==> src/rtl/seq_unsigned_divider_if.sv <==
// rtl/seq_unsigned_divider_if.sv - operand/result bundle between the I/O wrapper and the divider
interface seq_unsigned_divider_if #(
  parameter int WIDTH = 8
);
  logic             start;
  logic [WIDTH-1:0] dividend;
  logic [WIDTH-1:0] divisor;
  logic             busy;
  logic             done;
  logic [WIDTH-1:0] quotient;
  logic [WIDTH-1:0] remainder;
  logic             div_by_zero;

  modport master (
    output start, dividend, divisor,
    input  busy, done, quotient, remainder, div_by_zero
  );

  modport slave (
    input  start, dividend, divisor,
    output busy, done, quotient, remainder, div_by_zero
  );
endinterface

==> src/rtl/seq_unsigned_divider.sv <==
// rtl/seq_unsigned_divider.sv - multi-cycle unsigned restoring divider, one quotient bit per clock
// Optional DIV_SHORTCUT_EN: finish divisor==0 / dividend<divisor in a single cycle.
module seq_unsigned_divider #(
  parameter int WIDTH = 8
) (
  input  logic                 clk,
  input  logic                 rst_n,
  seq_unsigned_divider_if.slave bus
);
  localparam int CW = $clog2(WIDTH);

  typedef enum logic {IDLE, RUN} state_t;

  state_t           state_q, state_d;
  logic [CW-1:0]    cnt_q, cnt_d;
  logic [WIDTH-1:0] dvd_q, dvd_d;
  logic [WIDTH-1:0] dvs_q, dvs_d;
  logic [WIDTH-1:0] rem_q, rem_d;
  logic [WIDTH-1:0] quo_q, quo_d;
  logic [WIDTH-1:0] q_q, q_d;
  logic [WIDTH-1:0] r_q, r_d;
  logic             dbz_q, dbz_d;
  logic             done_q, done_d;
  logic [WIDTH:0]   shifted;
  logic [WIDTH:0]   diff;
  logic             borrow;
  logic             shortcut;

`ifdef DIV_SHORTCUT_EN
  assign shortcut = (bus.divisor == '0) || (bus.dividend < bus.divisor);
`else
  assign shortcut = 1'b0;
`endif

  // The extra top bit of the subtract acts as the borrow flag.
  assign shifted = {rem_q, dvd_q[WIDTH-1]};
  assign diff    = shifted - {1'b0, dvs_q};
  assign borrow  = diff[WIDTH];

  always_comb begin
    state_d = state_q;
    cnt_d   = cnt_q;
    dvd_d   = dvd_q;
    dvs_d   = dvs_q;
    rem_d   = rem_q;
    quo_d   = quo_q;
    q_d     = q_q;
    r_d     = r_q;
    dbz_d   = dbz_q;
    done_d  = 1'b0;
    case (state_q)
      IDLE: begin
        if (bus.start) begin
          if (shortcut) begin
            q_d    = (bus.divisor == '0) ? '1 : '0;
            r_d    = bus.dividend;
            dbz_d  = (bus.divisor == '0);
            done_d = 1'b1;
          end else begin
            dvd_d   = bus.dividend;
            dvs_d   = bus.divisor;
            rem_d   = '0;
            quo_d   = '0;
            cnt_d   = CW'(WIDTH - 1);
            state_d = RUN;
          end
        end
      end
      RUN: begin
        rem_d = borrow ? shifted[WIDTH-1:0] : diff[WIDTH-1:0];
        quo_d = {quo_q[WIDTH-2:0], ~borrow};
        dvd_d = {dvd_q[WIDTH-2:0], 1'b0};
        cnt_d = cnt_q - CW'(1);
        if (cnt_q == '0) begin
          q_d     = quo_d;
          r_d     = rem_d;
          dbz_d   = (dvs_q == '0);
          done_d  = 1'b1;
          state_d = IDLE;
        end
      end
      default: state_d = IDLE;
    endcase
  end

  always_ff @(posedge clk) begin
    if (!rst_n) begin
      state_q <= IDLE;
      cnt_q   <= '0;
      dvd_q   <= '0;
      dvs_q   <= '0;
      rem_q   <= '0;
      quo_q   <= '0;
      q_q     <= '0;
      r_q     <= '0;
      dbz_q   <= 1'b0;
      done_q  <= 1'b0;
    end else begin
      state_q <= state_d;
      cnt_q   <= cnt_d;
      dvd_q   <= dvd_d;
      dvs_q   <= dvs_d;
      rem_q   <= rem_d;
      quo_q   <= quo_d;
      q_q     <= q_d;
      r_q     <= r_d;
      dbz_q   <= dbz_d;
      done_q  <= done_d;
    end
  end

  assign bus.busy        = (state_q == RUN);
  assign bus.done        = done_q;
  assign bus.quotient    = q_q;
  assign bus.remainder   = r_q;
  assign bus.div_by_zero = dbz_q;
endmodule

==> src/flat_wrapper.sv <==
// flat-port wrapper written by rule: the top's interface ports become plain ports
module seq_unsigned_divider_flat 
#(
  parameter int WIDTH = 8
)
  (clk, rst_n, bus_start, bus_dividend, bus_divisor, bus_busy, bus_done, bus_quotient, bus_remainder, bus_div_by_zero);
  seq_unsigned_divider_if #(.WIDTH(WIDTH)) bus_i ();
  input  logic clk;
  input  logic rst_n;
  input wire logic [$bits(bus_i.start)-1:0] bus_start;
  input wire logic [$bits(bus_i.dividend)-1:0] bus_dividend;
  input wire logic [$bits(bus_i.divisor)-1:0] bus_divisor;
  output wire logic [$bits(bus_i.busy)-1:0] bus_busy;
  output wire logic [$bits(bus_i.done)-1:0] bus_done;
  output wire logic [$bits(bus_i.quotient)-1:0] bus_quotient;
  output wire logic [$bits(bus_i.remainder)-1:0] bus_remainder;
  output wire logic [$bits(bus_i.div_by_zero)-1:0] bus_div_by_zero;
  assign bus_i.start = bus_start;
  assign bus_i.dividend = bus_dividend;
  assign bus_i.divisor = bus_divisor;
  assign bus_busy = bus_i.busy;
  assign bus_done = bus_i.done;
  assign bus_quotient = bus_i.quotient;
  assign bus_remainder = bus_i.remainder;
  assign bus_div_by_zero = bus_i.div_by_zero;
  seq_unsigned_divider #(.WIDTH(WIDTH)) u_core (.clk(clk), .rst_n(rst_n), .bus(bus_i));
endmodule
==> config.mk <==
export PLATFORM = sky130hd
export DESIGN_NAME = seq_unsigned_divider_flat
export DESIGN_NICKNAME = d
export VERILOG_FILES = /design/src/rtl/seq_unsigned_divider_if.sv /design/src/rtl/seq_unsigned_divider.sv /design/src/flat_wrapper.sv
export SDC_FILE = /design/constraint.sdc
export NUM_CORES = 1
export LEC_CHECK = 0
export ABC_AREA = 1
export CORE_MARGIN = 2
export CORE_UTILIZATION = 55
export DETAILED_ROUTE_END_ITERATION = 16
export PLACE_DENSITY = 0.78
export SYNTH_ARGS = -nofsm -noshare
export SYNTH_HDL_FRONTEND = slang
export SYNTH_SLANG_ARGS = --single-unit
==> constraint.sdc <==
create_clock -name clk -period 3.46 [get_ports clk]
set_clock_uncertainty 0.15 [all_clocks]
set_input_delay 0.346 -clock clk [delete_from_list [all_inputs] [get_ports clk]]
set_output_delay 0.346 -clock clk [all_outputs]
set_load 0.05 [all_outputs]
==> flow_summary.json <==
{
  "status": "complete, no violations",
  "grt_pass1_wl_mm": 8.687,
  "area_delta_synth_final_pct": 19.38,
  "synth_edf_count": 0,
  "clk_pin_slew_worst_paths_ps": 100,
  "first_pass_iters": 4,
  "ys_ff_latch": 53,
  "grt_use_total_pct": 21.13,
  "synthesis.nets": 359,
  "yosysSeqAreaShare_pct": 41.81,
  "cts.sinks": 53,
  "power_density_mw_per_mm2": 576.9,
  "cts_root_buffer": "clkbuf_8",
  "cap_violations": 0,
  "r2r_cells": 6,
  "cts_buffers": 5,
  "fin_ws_ps": 1292,
  "worst-slew-pin-transition_ps": 673.8,
  "post_cts.repair.setup_buffers": 0,
  "vias": 2178,
  "postCtsResizedCells": 0,
  "htree_num_levels": 2,
  "totalWireLength_mm": 5.156,
  "timing.rr.start": "u_core.bus.busy$_SDFF_PN0_",
  "rsz0062_at_grt": "no",
  "fmax_ghz": 0.4612,
  "grt_max_degree": 23,
  "layout_commonest_cell": "nand2_1",
  "grt_pass1_vias": 2030,
  "design_area_mm2": 0.003029,
  "io_pins": 38,
  "synthCells": 329,
  "r2r_end": "u_core.cnt_q[2]$_SDFFE_PN0P_",
  "port_buffers": 37,
  "synth_area_mm2": 0.002537,
  "detail_route.wl_per_cell_um": 12.33,
  "p_total_mw": 1.747,
  "synthDistinctLibCells": 35,
  "ant_nets": 0,
  "hold_viol": 0,
  "place_ws_ps": 1102,
  "num_antenna_cells": 0,
  "ys.warnings.count": 0,
  "async_reset_ff_share_pct": 0,
  "place.gp.congestion": 0.8088,
  "synthFlopType": "dfxtp_1",
  "startpoint_type": "register",
  "ir_drop_mv": 0.3566,
  "route.detailed.drc": 0,
  "final_max_slew_viol_count": 0,
  "worst-path-max-fanout": 22,
  "hold-path-cell-count": 2,
  "die_area_mm2": 0.005172,
  "drt-initial-drc-count": 98,
  "die_y_um": 71.92,
  "cts_tree": "yes",
  "required_ps": 3510,
  "fin_crit_ps": 2168,
  "final_cell_mix": "101 x nand2_1, 53 x dfxtp_1, 38 x inv_1, 37 x clkdlybuf4s50_1",
  "fin_nets": 395,
  "leakagePower_nw": 1.347,
  "drive_gt1_share_pct": 9.290,
  "hold_slack_ps": 313.4,
  "hp-start": "u_core.bus.remainder[3]$_SDFFE_PN0P_",
  "critPathCaptureType": "register",
  "min_path_type": "reg2reg",
  "regToRegSetupSlack_ps": 1290,
  "std_cell_rows": 24,
  "cts_buffer_depth": 2,
  "cp.arrival_ps": 2220,
  "tns_ps": 0,
  "finalSetupViolCount": 0,
  "maxSlewHeadroom_pct": 55.03,
  "core_area_mm2": 0.004414,
  "hpwl_mm": 3.787,
  "viasPerCell": 5.211,
  "antenna_found_initial": 0,
  "die_x_um": 71.92,
  "hold_end": "u_core.bus.remainder[3]$_SDFFE_PN0P_",
  "postPlaceCellArea_mm2": 0.002934,
  "initial_core_util_pct": 57.48,
  "grt-ovfl-total": 0,
  "fin_crit_sh_pct": 62.66,
  "criticalPathCategory": "reg2reg",
  "ctsHoldBuffers": 0,
  "syn-mean-instance-area_um2": 7.713,
  "insertion_delay_ps": 310
}
[area by class of cell]
class	count	area, µm²
fill	378	1385
multi-input combinational	225	1265
sequential	53	1061
timing repair buffer	40	392.9
inverter	40	150.1
clock buffer	5	68.82
tap	52	65.06
clock inverter	3	26.28
[power by group]
| part | internal [mW] | switching [mW] |
|---|---|---|
| clock | 0.147 | 0.212 |
| sequential | 0.658 | 0.0362 |
| combinational | 0.251 | 0.443 |
[worst max-delay path: stages (launching register included)]
cell and delay, ps:
dfxtp_1 480, buf_4 320, inv_1 90, nand2_1 330, clkinv_1 350, o21ai_0 240, a21oi_1 80
[through the flow]
step                cells  utilization (%)
finish                418            68.62
global route          418            68.62
CTS                   418            68.62
detailed placement    410            66.47
global placement      410            66.47
floorplan             329                -
[synth_stat cells (2+ instances only)]
cell        n  area (µm²)
a22oi_1     4       30.03
nand2_1   101       379.1
nand2_2     9       56.30
buf_2       7       35.03
nand3_4     2       35.03
a21oi_2     2       17.52
nand2_8     2       40.04
dfxtp_1    53        1061
xnor2_1     2       17.52
a22o_1      8       70.07
nand3b_1    5       37.54
inv_1      38       142.6
nand3_1    25       125.1
a21oi_1    25       125.1
nor2_1      5       18.77
nor4_1      2       12.51
o21ai_0    10       50.05
ha_1       10       125.1
nor2_2      3       18.77
[kinds of logic (layout without fill, tap and decap cells)]
| kind of cell | Yosys count | in the layout | share of synthesized area [%] |
|---|---|---|---|
| buf+inv | 51 | 88 | 8.333 |
| fa+ha+maj | 11 | 11 | 5.720 |
| flops | 53 | 53 | 41.81 |
| compound gates | 52 | 52 | 12.92 |
| simple gates | 159 | 159 | 30.18 |
| xor+xnor | 3 | 3 | 1.036 |
[state kept, by name, summed over array words and instances, names as in the netlist]
signal / count
u_core.bus.quotient: 8
u_core.bus.remainder: 8
u_core.dvd_q: 8
u_core.dvs_q: 8
u_core.rem_q: 8
u_core.quo_q: 7
u_core.cnt_q: 3
u_core.bus.busy: 1
u_core.bus.div_by_zero: 1
u_core.bus.done: 1
[worst max path at each step]
stage	startpoint	endpoint	slack, ps	cells after the start
2_1_floorplan	u_core.dvd_q[7]$_SDFFE_PN0P_	u_core.rem_q[7]$_SDFFE_PN0P_	1550	13
3_3_place_gp	rst_n	u_core.bus.div_by_zero$_SDFFE_PN0P_	1130	4
3_5_place_dp	rst_n	u_core.bus.div_by_zero$_SDFFE_PN0P_	1100	4
4_1_cts	u_core.bus.busy$_SDFF_PN0_	u_core.cnt_q[2]$_SDFFE_PN0P_	1260	6
5_1_grt	u_core.bus.busy$_SDFF_PN0_	u_core.cnt_q[2]$_SDFFE_PN0P_	970	6
6_report	u_core.bus.busy$_SDFF_PN0_	u_core.cnt_q[2]$_SDFFE_PN0P_	1290	6
[layer usage]
layer | vias to the layer above | global-route usage (%) | routed length (µm)
li1 | 1140 | - | -
met1 | 980 | 26.73 | 2390
met2 | 50 | 36.11 | 2478
met3 | 8 | 4.167 | 215
met4 | 0 | 7.338 | 72
met5 | - | 0 | 0
No activity file was read; power rests on OpenSTA's default activity.
